<file path="src/rtl/pipeline_hazard_ctrl.sv">
// Central stall/flush controller for a 5-stage pipeline: turns load-use hazards,
// taken redirects and slow data-memory accesses into enables, flushes and PC select.
module pipeline_hazard_ctrl #(
   parameter logic [3:0] OP_LD       = 4'b0010,
   parameter logic [3:0] OP_ST       = 4'b0011,
   parameter logic [3:0] OP_BEQ      = 4'b0110,
   parameter logic [3:0] OP_JMP      = 4'b0111,
   parameter int         MEM_TIMEOUT = 16
) (
   input  logic        clock,
   input  logic        reset,
   input  logic [3:0]  id_opcode,
   input  logic [2:0]  id_rs,
   input  logic [2:0]  id_rt,
   input  logic        id_uses_rt,
   input  logic [3:0]  ex_opcode,
   input  logic [2:0]  ex_rd,
   input  logic [3:0]  mem_opcode,
   input  logic        mem_alu_zero,
   input  logic        dmem_ready,
   output logic        pc_write,
   output logic        if_id_write,
   output logic        id_ex_write,
   output logic        ex_mem_write,
   output logic        if_id_flush,
   output logic        id_ex_flush,
   output logic        ex_mem_flush,
   output logic        pc_src,
   output logic [1:0]  ctrl_state,
   output logic [15:0] stall_cycles,
   output logic [15:0] flush_count,
   output logic        mem_error
);

   localparam int                WCNT_W    = $clog2(MEM_TIMEOUT) + 1;
   localparam logic [WCNT_W-1:0] WCNT_LAST = WCNT_W'(MEM_TIMEOUT - 1);

   typedef enum logic [1:0] {
      ST_RUN      = 2'd0,
      ST_LU_STALL = 2'd1,
      ST_MEM_WAIT = 2'd2,
      ST_FLUSH    = 2'd3
   } state_t;

   state_t            state_q, state_d;
   logic [15:0]       stall_cycles_q, stall_cycles_d;
   logic [15:0]       flush_count_q, flush_count_d;
   logic              mem_error_q, mem_error_d;
   logic [WCNT_W-1:0] wait_cnt_q, wait_cnt_d;

   logic mem_is_ls;
   logic ev_mem_wait;
   logic ev_redirect;
   logic ev_load_use;
   logic in_wait;
   logic wait_timeout;
   logic wait_hold;
   logic stall_all;

   // The rs/rt/uses_rt fields already qualify the hazard, so the ID opcode is not decoded.
   logic id_opcode_unused;
   assign id_opcode_unused = ^id_opcode;

   function automatic logic [15:0] sat_inc(input logic [15:0] v);
      return (v == 16'hFFFF) ? v : v + 16'd1;
   endfunction

   always_comb begin
      mem_is_ls    = (mem_opcode == OP_LD) || (mem_opcode == OP_ST);
      ev_mem_wait  = mem_is_ls && !dmem_ready;
      ev_redirect  = ((mem_opcode == OP_BEQ) && mem_alu_zero) || (mem_opcode == OP_JMP);
      ev_load_use  = (ex_opcode == OP_LD) && (ex_rd != 3'd0) &&
                     ((ex_rd == id_rs) || (id_uses_rt && (ex_rd == id_rt)));
      in_wait      = (state_q == ST_MEM_WAIT);
      // Inside MEM_WAIT only dmem_ready (or the timeout) decides; the access is already in flight.
      wait_timeout = in_wait && !dmem_ready && (wait_cnt_q == WCNT_LAST);
      wait_hold    = in_wait && !dmem_ready && !wait_timeout;
      stall_all    = wait_hold || (!in_wait && ev_mem_wait);
   end

   always_ff @(posedge clock) begin
      if (reset) begin
         state_q        <= ST_RUN;
         stall_cycles_q <= 16'd0;
         flush_count_q  <= 16'd0;
         mem_error_q    <= 1'b0;
         wait_cnt_q     <= '0;
      end else begin
         state_q        <= state_d;
         stall_cycles_q <= stall_cycles_d;
         flush_count_q  <= flush_count_d;
         mem_error_q    <= mem_error_d;
         wait_cnt_q     <= wait_cnt_d;
      end
   end

   always_comb begin
      state_d        = ST_RUN;
      stall_cycles_d = stall_cycles_q;
      flush_count_d  = flush_count_q;
      mem_error_d    = mem_error_q;
      wait_cnt_d     = '0;
      if (stall_all) begin
         state_d        = ST_MEM_WAIT;
         stall_cycles_d = sat_inc(stall_cycles_q);
         wait_cnt_d     = in_wait ? wait_cnt_q + 1'b1 : '0;
      end else if (ev_redirect) begin
         state_d       = ST_FLUSH;
         flush_count_d = sat_inc(flush_count_q);
      end else if (ev_load_use) begin
         state_d        = ST_LU_STALL;
         stall_cycles_d = sat_inc(stall_cycles_q);
      end
      // A timed-out access is abandoned: release like a ready, but always resume in RUN.
      if (wait_timeout) begin
         state_d     = ST_RUN;
         mem_error_d = 1'b1;
      end
   end

   always_comb begin
      pc_write     = 1'b1;
      if_id_write  = 1'b1;
      id_ex_write  = 1'b1;
      ex_mem_write = 1'b1;
      if_id_flush  = 1'b0;
      id_ex_flush  = 1'b0;
      ex_mem_flush = 1'b0;
      pc_src       = 1'b0;
      if (reset) begin
         pc_write     = 1'b0;
         if_id_write  = 1'b0;
         id_ex_write  = 1'b0;
         ex_mem_write = 1'b0;
         if_id_flush  = 1'b1;
         id_ex_flush  = 1'b1;
         ex_mem_flush = 1'b1;
      end else if (stall_all) begin
         pc_write     = 1'b0;
         if_id_write  = 1'b0;
         id_ex_write  = 1'b0;
         ex_mem_write = 1'b0;
      end else if (ev_redirect) begin
         // Flushing ID/EX also squashes any dependent load-use consumer, so no bubble is needed.
         pc_src       = 1'b1;
         if_id_flush  = 1'b1;
         id_ex_flush  = 1'b1;
         ex_mem_flush = 1'b1;
      end else if (ev_load_use) begin
         pc_write     = 1'b0;
         if_id_write  = 1'b0;
         id_ex_flush  = 1'b1;
      end
   end

   assign ctrl_state   = state_q;
   assign stall_cycles = stall_cycles_q;
   assign flush_count  = flush_count_q;
   assign mem_error    = mem_error_q;

endmodule

</file>
<file path="config.mk">
export PLATFORM = sky130hd
export DESIGN_NAME = pipeline_hazard_ctrl
export DESIGN_NICKNAME = d
export VERILOG_FILES = /design/src/rtl/pipeline_hazard_ctrl.sv
export SDC_FILE = /design/constraint.sdc
export NUM_CORES = 1
export LEC_CHECK = 0
export ABC_AREA = 1
export ABC_CLOCK_PERIOD_IN_PS = 2150
export BUFFER_PORTS_ARGS = -buffer_cell sky130_fd_sc_hd__buf_2
export CAP_MARGIN = 10
export CORE_MARGIN = 3
export CORE_UTILIZATION = 30
export CTS_BUF_LIST = sky130_fd_sc_hd__clkbuf_16
export DETAILED_ROUTE_END_ITERATION = 8
export PLACE_DENSITY_LB_ADDON = 0.25
export REMOVE_ABC_BUFFERS = 1
export SLEW_MARGIN = 20
export SYNTH_ARGS = -nofsm -noshare
export SYNTH_HDL_FRONTEND = slang
export SYNTH_SLANG_ARGS = --single-unit
</file>
<file path="constraint.sdc">
create_clock -name clock -period 2.15 [get_ports clock]
set_input_delay 0.1075 -clock clock [delete_from_list [all_inputs] [get_ports clock]]
set_output_delay 0.1075 -clock clock [all_outputs]
set_load 0.02 [all_outputs]
</file>
* Word level (Yosys, flattened, before mapping)
Index checks and enable logic that the tools add are counted.
** Cells by class
- $add $sub $neg :: 3
- Equality and inequality tests :: 12
- Mux-type cells :: 21
- Bitwise logic cells :: 3
- Reduce and logical (&&, ||, !) cells :: 23
** Operators by type and width (number)
- 16-bit two-way mux :: 4
- 16-bit by 1-bit adder with 16-bit output, second input constant :: 2
- 16-bit == test, second input constant :: 2
- 1-bit two-way mux :: 15
- 4-bit by 2-bit == test with 1-bit output, second input constant :: 3
- 1-bit logical AND :: 9
- 4-bit by 3-bit == test with 1-bit output, second input constant :: 2
- 3-bit == test :: 2
- 3-bit OR reduction :: 2
- 5-bit by 1-bit adder with 5-bit output, second input constant :: 1
- 5-bit by 4-bit == test with 1-bit output, second input constant :: 1
- 1-bit logical OR :: 4
- 2-bit two-way mux :: 2
- 1-bit logical NOT :: 3
- 1-bit NOT :: 3
- 3-bit AND reduction :: 1
- 3-bit nonzero test :: 1
- 2-bit == test, second input constant :: 1
- 2-bit by 1-bit != test with 1-bit output, second input constant :: 1
- 2-bit AND reduction :: 1
- 2-bit nonzero test :: 1
- 2-bit OR reduction :: 1
** Word-level totals
- Register bits :: 40
- Input port bits :: 26
- Output and inout bits :: 43
- Word-level logic and storage cells :: 68

* Longest topological paths before layout
Gate-level depths: netlist of run 1.
- Depth in word-level cells :: 8
- Mapped depth :: 13
- Depth with buffers taken out :: 13

* Least setup slack after synthesis of run 1
OpenSTA, ideal clock, no wires.
- Kind :: flip-flop to output port
- Start point :: register wait_cnt_q[0]
- End point :: output port pc_write
- Data arrival time :: 1.752 ns
- Path slack :: 0.290 ns
- Stages on the path, launching flop included :: 12
- Path buffers :: 1
- Path through :: dfxtp_1 ha_1 nand2_1 nor2_1 ha_1 inv_1 nand3_1 nand2_1 nor2_1 nand2_1 inv_1 buf_4
** Between the ends
- Longest elaborated chain between the ends :: 7
** RTL lines
- start, declared :: RTL line 49 : logic [WCNT_W-1:0] wait_cnt_q, wait_cnt_d;
- start signal, assigned :: RTL line 93 : wait_cnt_q <= wait_cnt_d;
- 5-bit by 4-bit == test with 1-bit output :: RTL line 76 : wait_timeout = in_wait && !dmem_ready && (wait_cnt_q == WCNT_LAST);
- 1-bit logical AND :: RTL line 76
- 1-bit logical NOT :: RTL line 77 : wait_hold = in_wait && !dmem_ready && !wait_timeout;
- 1-bit logical AND :: RTL line 77
- 1-bit logical OR :: RTL line 78 : stall_all = wait_hold || (!in_wait && ev_mem_wait);
- 1-bit two-way mux (2 in a row)
- end, declared :: RTL line 21 : output logic pc_write,
Every way passes these cells.

* Final worst setup path of run 1
- Start point :: register wait_cnt_q[0]
- End point :: output port id_ex_flush
** Between the ends
- Longest elaborated chain between the ends :: 7
** RTL lines
- 5-bit by 4-bit == test with 1-bit output :: RTL line 76
- 1-bit logical AND :: RTL line 76
- 1-bit logical NOT :: RTL line 77
- 1-bit logical AND :: RTL line 77
- 1-bit logical OR :: RTL line 78
- 1-bit two-way mux :: RTL line 138 : end else if (stall_all) begin
- 1-bit two-way mux :: RTL line 130 : if (reset) begin
- end, declared :: RTL line 26 : output logic id_ex_flush,
Every way passes these cells.

==> results.json, run 1 <==
{
  "setup_tns_ns": 0,
  "drc_errors": 0,
  "clock_sinks": 40,
  "post_dp_cell_area_mm2": 0.00289,
  "end_kind": "output port",
  "cts_made_buffers": 5,
  "dp_hpwl_um": 4430,
  "netlist_area_mm2": 0.00250,
  "io_pins": 69,
  "ant_nets": 0,
  "p_per_area_mw_per_mm2": 574,
  "n_antenna_cell": 0,
  "synth_edf_count": 0,
  "finalHoldViolCount": 0,
  "grt_max_degree": 22,
  "synth_common_cells": "90 x nand2_1, 58 x nor2_1, 42 x inv_1, 40 x dfxtp_1, 21 x nand3_1",
  "ys_seq_elements": 40,
  "rsz0062_at_grt": "false",
  "syn_area_per_cell_um2": 6.81,
  "finalMaxSlewViolations": 0,
  "viasPerCell": 4.51,
  "seq_power_share_pct": 45.2,
  "cp.arrival_ns": 1.90,
  "start_util_pct": 31.6,
  "die_x_um": 97.4,
  "hold_class": "in2reg",
  "finalCritPeriodShare_pct": 93.2,
  "syn_inst": 368,
  "grt_overflow": 0,
  "crit_chain": "ha_2, nand2_2, nor2_2, ha_2, inv_2, nand3_1, nand2_2, nor2_4, buf_4, a31oi_4, nand2_1, buf_4",
  "setup_viol": 0,
  "vias": 2407,
  "grt_pass1_wl_um": 10000,
  "p_int_mw": 1.28,
  "rows": 32,
  "drive_gt1_share_pct": 25.7,
  "core_mm2": 0.00793,
  "wirelength_um": 5710,
  "yosys-top-cells-area": "dfxtp_1 32%, nand2_1 13%, nor2_1 8.7%",
  "hold_buffers": 0,
  "slowest_delay_ns": 0.32,
  "power_mw": 1.76,
  "io_buffer_count": 64,
  "post_cts_buffers": 0,
  "ys_warn_count": 0,
  "dominantRegCellSynth": "dfxtp_1",
  "status": "complete, no violations",
  "wl_per_cell_um": 10.7,
  "grt_usage_pct": 12.3,
  "grt_pass1_vias": 2247,
  "worst_ep_required_time_ns": 2.04,
  "drv_cap": 0,
  "vdd_ir_drop_max_v": 0.000315,
  "finClkSkew_ns": 0.00629,
  "gp_congestion": 0.798,
  "yosysTopAreaCellShare_pct": 32.0,
  "max-clock-path-buffers": 2,
  "initialDrtViolationCount": 55,
  "die_h_um": 97.4,
  "insertion_delay_ns": 0.28,
  "max_slew_margin_pct": 72.3,
  "min_period_ns": 2.00,
  "netSwitchingFraction_pct": 27.2,
  "ys_seq_area_share_pct": 32.0,
  "h-tree-depth": 2,
  "post-synth-top-count-cell": "nand2_1",
  "clkTransAtPathRegs_ns": 0.06,
  "switchingPower_mw": 0.479,
  "cp-start-kind": "flop",
  "timing.fmax_ghz": 0.499,
  "areaGrowthSynthToFinish_pct": 22.7,
  "final_nets": 461,
  "yosys.area.top_type": "dfxtp_1",
  "dieArea_mm2": 0.00948,
  "pwr-share-clk_pct": 40.4,
  "postSynth.asyncResetShare_pct": 0,
  "criticalPathCategory": "reg2out",
  "tightest_slew_ns": 0.414,
  "slowest_stage": "dfxtp_2",
  "final_area_mm2": 0.00307,
  "worst-path-max-fanout": 3,
  "p_comb_share_pct": 14.4,
  "yosysUniqueCellTypes": 30,
  "antenna_found_initial": 0,
  "dr.pass1.iters": 4,
  "p_leak_nw": 1.39,
  "cts_tree": "yes",
  "cts-root-buf": "clkbuf_16"
}
critical path, delay by kind of cell, from the launching register on:
kind                     cells  cell delay [ns]
AND/OR/NAND/NOR              6             0.43
adder cells (fa/ha/maj)      2             0.34
AO/OA/AOI/OAI                1             0.14
flip-flops                   1             0.32
buffers and inverters        3             0.38
path summary, 6_finish.rpt:
path	startpoint	slack [ns]	to	cells past startpoint
max	wait_cnt_q[0]$_SDFF_PP0_	0.15	id_ex_flush	12
min	dmem_ready	0.19	mem_error$_SDFFE_PP0P_	4
max reg2reg	wait_cnt_q[0]$_SDFF_PP0_	0.28	stall_cycles[2]$_SDFFE_PP0P_	12
min reg2reg	wait_cnt_q[0]$_SDFF_PP0_	0.42	wait_cnt_q[0]$_SDFF_PP0_	1
power groups by stage:
| stage | Combinational (mW) | Clock [mW] | Sequential [mW] |
|---|---|---|---|
| after floorplan | 0.131 | 0 | 0.836 |
| after global placement | 0.248 | 0 | 0.813 |
| after detailed placement | 0.252 | 0 | 0.813 |
| after CTS | 0.253 | 0.744 | 0.797 |
| after global routing | 0.287 | 0.773 | 0.800 |
| final | 0.254 | 0.712 | 0.796 |
stage by stage:
step                      utilization (%)  cells  setup slack (ns)  hold WS, ns
after floorplan                         -    354             0.132        0.177
after global placement               36.5    526             0.286        0.432
after detailed placement             36.5    526             0.242        0.441
after CTS                            38.3    534           0.00975        0.172
after global routing                 38.8    534           0.00245        0.208
final                                38.8    534             0.147        0.187
state kept, by name, summed over array words and instances, names as in the netlist:
name          cells
flush_count      16
stall_cycles     16
wait_cnt_q        5
ctrl_state        2
mem_error         1
area by class of cell:
type,count,area (µm²)
flip-flops and latches,40,802
repair buffers,70,385
clock buffers,5,125
well taps,102,128
fillers,880,4850
multi-input cells,269,1450
clock inverters,3,13.8
inverters,45,169
repair_timing:
item | in CTS | in global routing
resized for setup | 1 | 12
endpoints found under the setup margin | 1 | 8
pin swaps | 0 | 1
placed cells by master, fill, tap and decap left out, types with 2 or more instances in the layout:
master,instances
nand3b_1,6
buf_4,8
buf_2,61
nor2_2,4
inv_1,41
nand2_1,88
ha_2,2
xnor2_1,9
nand4_1,6
dfxtp_1,39
clkbuf_16,5
nor2_4,5
ha_1,2
nor3_1,9
xor2_1,13
nand2_2,7
nand3_1,21
a21oi_1,20
inv_2,4
o21ai_0,5
nand3_2,7
clkinv_2,2
nor2_1,57
cell families after synthesis:
kind of cell             share of synthesized area (%)
AO/OA/AOI/OAI                                     6.19
AND/OR/NAND/NOR                                   40.7
flip-flops                                        32.0
XOR/XNOR                                          7.69
adder cells (fa/ha/maj)                           2.00
buffers and inverters                             11.4
layer usage:
layer	routed length [µm]	part of all wire (%)	track usage (%)
met5	0	0	0
met4	69	1.2	3.62
met3	304	5.3	3.45
met2	2650	46	21.1
met1	2690	47	15.0
Note: power is estimated with default switching activity, not from simulation.
==> inputs of run 2 (changes only) <==
--- a/config.mk
+++ b/config.mk
@@ -9,6 +9,7 @@
 export ABC_CLOCK_PERIOD_IN_PS = 2150
 export BUFFER_PORTS_ARGS = -buffer_cell sky130_fd_sc_hd__buf_2
 export CAP_MARGIN = 10
+export CORE_ASPECT_RATIO = 0.8
 export CORE_MARGIN = 3
 export CORE_UTILIZATION = 30
 export CTS_BUF_LIST = sky130_fd_sc_hd__clkbuf_16
@@ -19,3 +20,4 @@
 export SYNTH_ARGS = -nofsm -noshare
 export SYNTH_HDL_FRONTEND = slang
 export SYNTH_SLANG_ARGS = --single-unit
+export TNS_END_PERCENT = 50
==> results.json, run 2 (same netlist as run 1, synthesis figures left out) <==
{
  "wl_per_cell_um": 10.9,
  "p_per_area_mw_per_mm2": 573,
  "cts-root-buf": "clkbuf_16",
  "core_mm2": 0.00802,
  "dr.pass1.iters": 4,
  "grt_max_degree": 20,
  "initialDrtViolationCount": 91,
  "die_h_um": 87.7,
  "dp_slack_ns": 0.242,
  "n_fill_cell": 859,
  "finalMaxSlewViolations": 0,
  "mostFrequentLayoutCell": "nand2_1",
  "die_x_um": 108,
  "end_kind": "output port",
  "drc_errors": 0,
  "final_nets": 462,
  "min_period_ns": 1.98,
  "cts_tree": "yes",
  "viasPerCell": 4.45,
  "post_cts_buffers": 0,
  "vias": 2405,
  "gp_congestion": 0.767,
  "switchingPower_mw": 0.476,
  "setup_tns_ns": 0,
  "pwr-share-clk_pct": 40.0,
  "netSwitchingFraction_pct": 27.1,
  "post_dp_cell_area_mm2": 0.00290,
  "io_buffer_count": 64,
  "fin_hold_ws_ns": 0.178,
  "regArea_um2": 802,
  "tightest_slew_ns": 0.504,
  "status": "complete, no violations",
  "max_slew_margin_pct": 66.4,
  "finalHoldViolCount": 0,
  "cp-start-kind": "flop",
  "areaGrowthSynthToFinish_pct": 22.3,
  "start_util_pct": 31.2,
  "dp_hpwl_um": 4540,
  "rsz0062_at_grt": "false",
  "clock_sinks": 40,
  "finalCritPeriodShare_pct": 91.9,
  "grt_usage_pct": 13.1,
  "multi_input_area_mm2": 0.00144,
  "io_pins": 69,
  "vdd_ir_drop_max_v": 0.000269,
  "seq_power_share_pct": 45.3,
  "cp.arrival_ns": 1.87,
  "grt_pass1_vias": 2208,
  "antenna_found_initial": 0,
  "rows": 29,
  "cts_made_buffers": 5,
  "worst_ep_required_time_ns": 2.04,
  "clkTransAtPathRegs_ns": 0.06,
  "grt_overflow": 0,
  "drive_gt1_share_pct": 25.0,
  "timing.fmax_ghz": 0.506,
  "grt_pass1_wl_um": 10100,
  "wirelength_um": 5910,
  "h-tree-depth": 2,
  "ant_nets": 0,
  "max-clock-path-buffers": 2,
  "hold_buffers": 0,
  "criticalPathCategory": "reg2out",
  "dieArea_mm2": 0.00949,
  "p_comb_share_pct": 14.7,
  "n_antenna_cell": 0,
  "hold_class": "in2reg",
  "insertion_delay_ns": 0.28,
  "setup_viol": 0,
  "drv_cap": 0,
  "worst-path-max-fanout": 3,
  "layout_common_cells": "88 x nand2_1, 62 x buf_2, 58 x nor2_1",
  "finClkSkew_ns": 0.00758,
  "p_int_mw": 1.28,
  "p_leak_nw": 1.39,
  "setup_ws_ns": 0.174,
  "final_area_mm2": 0.00306
}
run 2: cell types whose count changed in the layout (fill, tap and decap cells not counted), sizes merged:
cell,change
clkinv,-2
inv,+1
buf,+1
run 2: layout make-up:
class	instances	share of cell area, %
Tap cell	108	4.41
Inverter	45	5.51
Multi-Input combinational cell	269	47.1
Timing Repair Buffer	71	12.5
Sequential cell	40	26.2
Clock inverter	2	0.286
Clock buffer	5	4.08
run 2: worst max-delay path, stage by stage (launching register included):
cell and delay, ns:
dfxtp_2 0.32, ha_1 0.20, nand2_1 0.08, nor2_1 0.05, ha_1 0.18, inv_2 0.06
nand3_1 0.09, nand2_2 0.11, inv_1 0.11, a31oi_4 0.19, nand2_2 0.06, buf_6 0.15
run 2: metal layers:
metal  routed length [µm]  vias up  track usage (%)  part of all wire, %
met5                    0        -                0                    0
met4                   26        0             2.41                 0.44
met3                  352        2             4.05                  6.0
met2                 2390       68             19.9                   40
met1                 3140     1054             18.4                   53
li1                     -     1281                -                    -
run 2: path summary, 6_finish.rpt:
| kind | cells after the start | to | from | slack [ns] |
|---|---|---|---|---|
| max | 11 | id_ex_flush | wait_cnt_q[0]$_SDFF_PP0_ | 0.17 |
| min | 4 | mem_error$_SDFFE_PP0P_ | dmem_ready | 0.18 |
| max reg2reg | 13 | stall_cycles[8]$_SDFFE_PP0P_ | wait_cnt_q[0]$_SDFF_PP0_ | 0.22 |
| min reg2reg | 1 | wait_cnt_q[0]$_SDFF_PP0_ | wait_cnt_q[0]$_SDFF_PP0_ | 0.41 |
run 2: power by group through the flow:
stage | clock, mW | sequential (mW) | combinational, mW
2_1_floorplan | 0 | 0.836 | 0.131
3_3_place_gp | 0 | 0.811 | 0.250
3_5_place_dp | 0 | 0.811 | 0.255
4_1_cts | 0.731 | 0.795 | 0.255
5_1_grt | 0.760 | 0.798 | 0.291
6_report | 0.702 | 0.795 | 0.257
run 2: stage by stage:
stage / std cells / power, mW / utilization (%)
floorplan: 354 / 0.967 / -
global placement: 534 / 1.06 / 36.2
detailed placement: 534 / 1.07 / 36.2
CTS: 541 / 1.78 / 37.9
global route: 540 / 1.85 / 38.2
finish: 540 / 1.75 / 38.2
run 2: what timing repair did:
item                                    in CTS  in global routing
hold endpoints to repair                     0                  0
gates resized for setup                      0                 10
endpoints found under the setup margin       0                  4
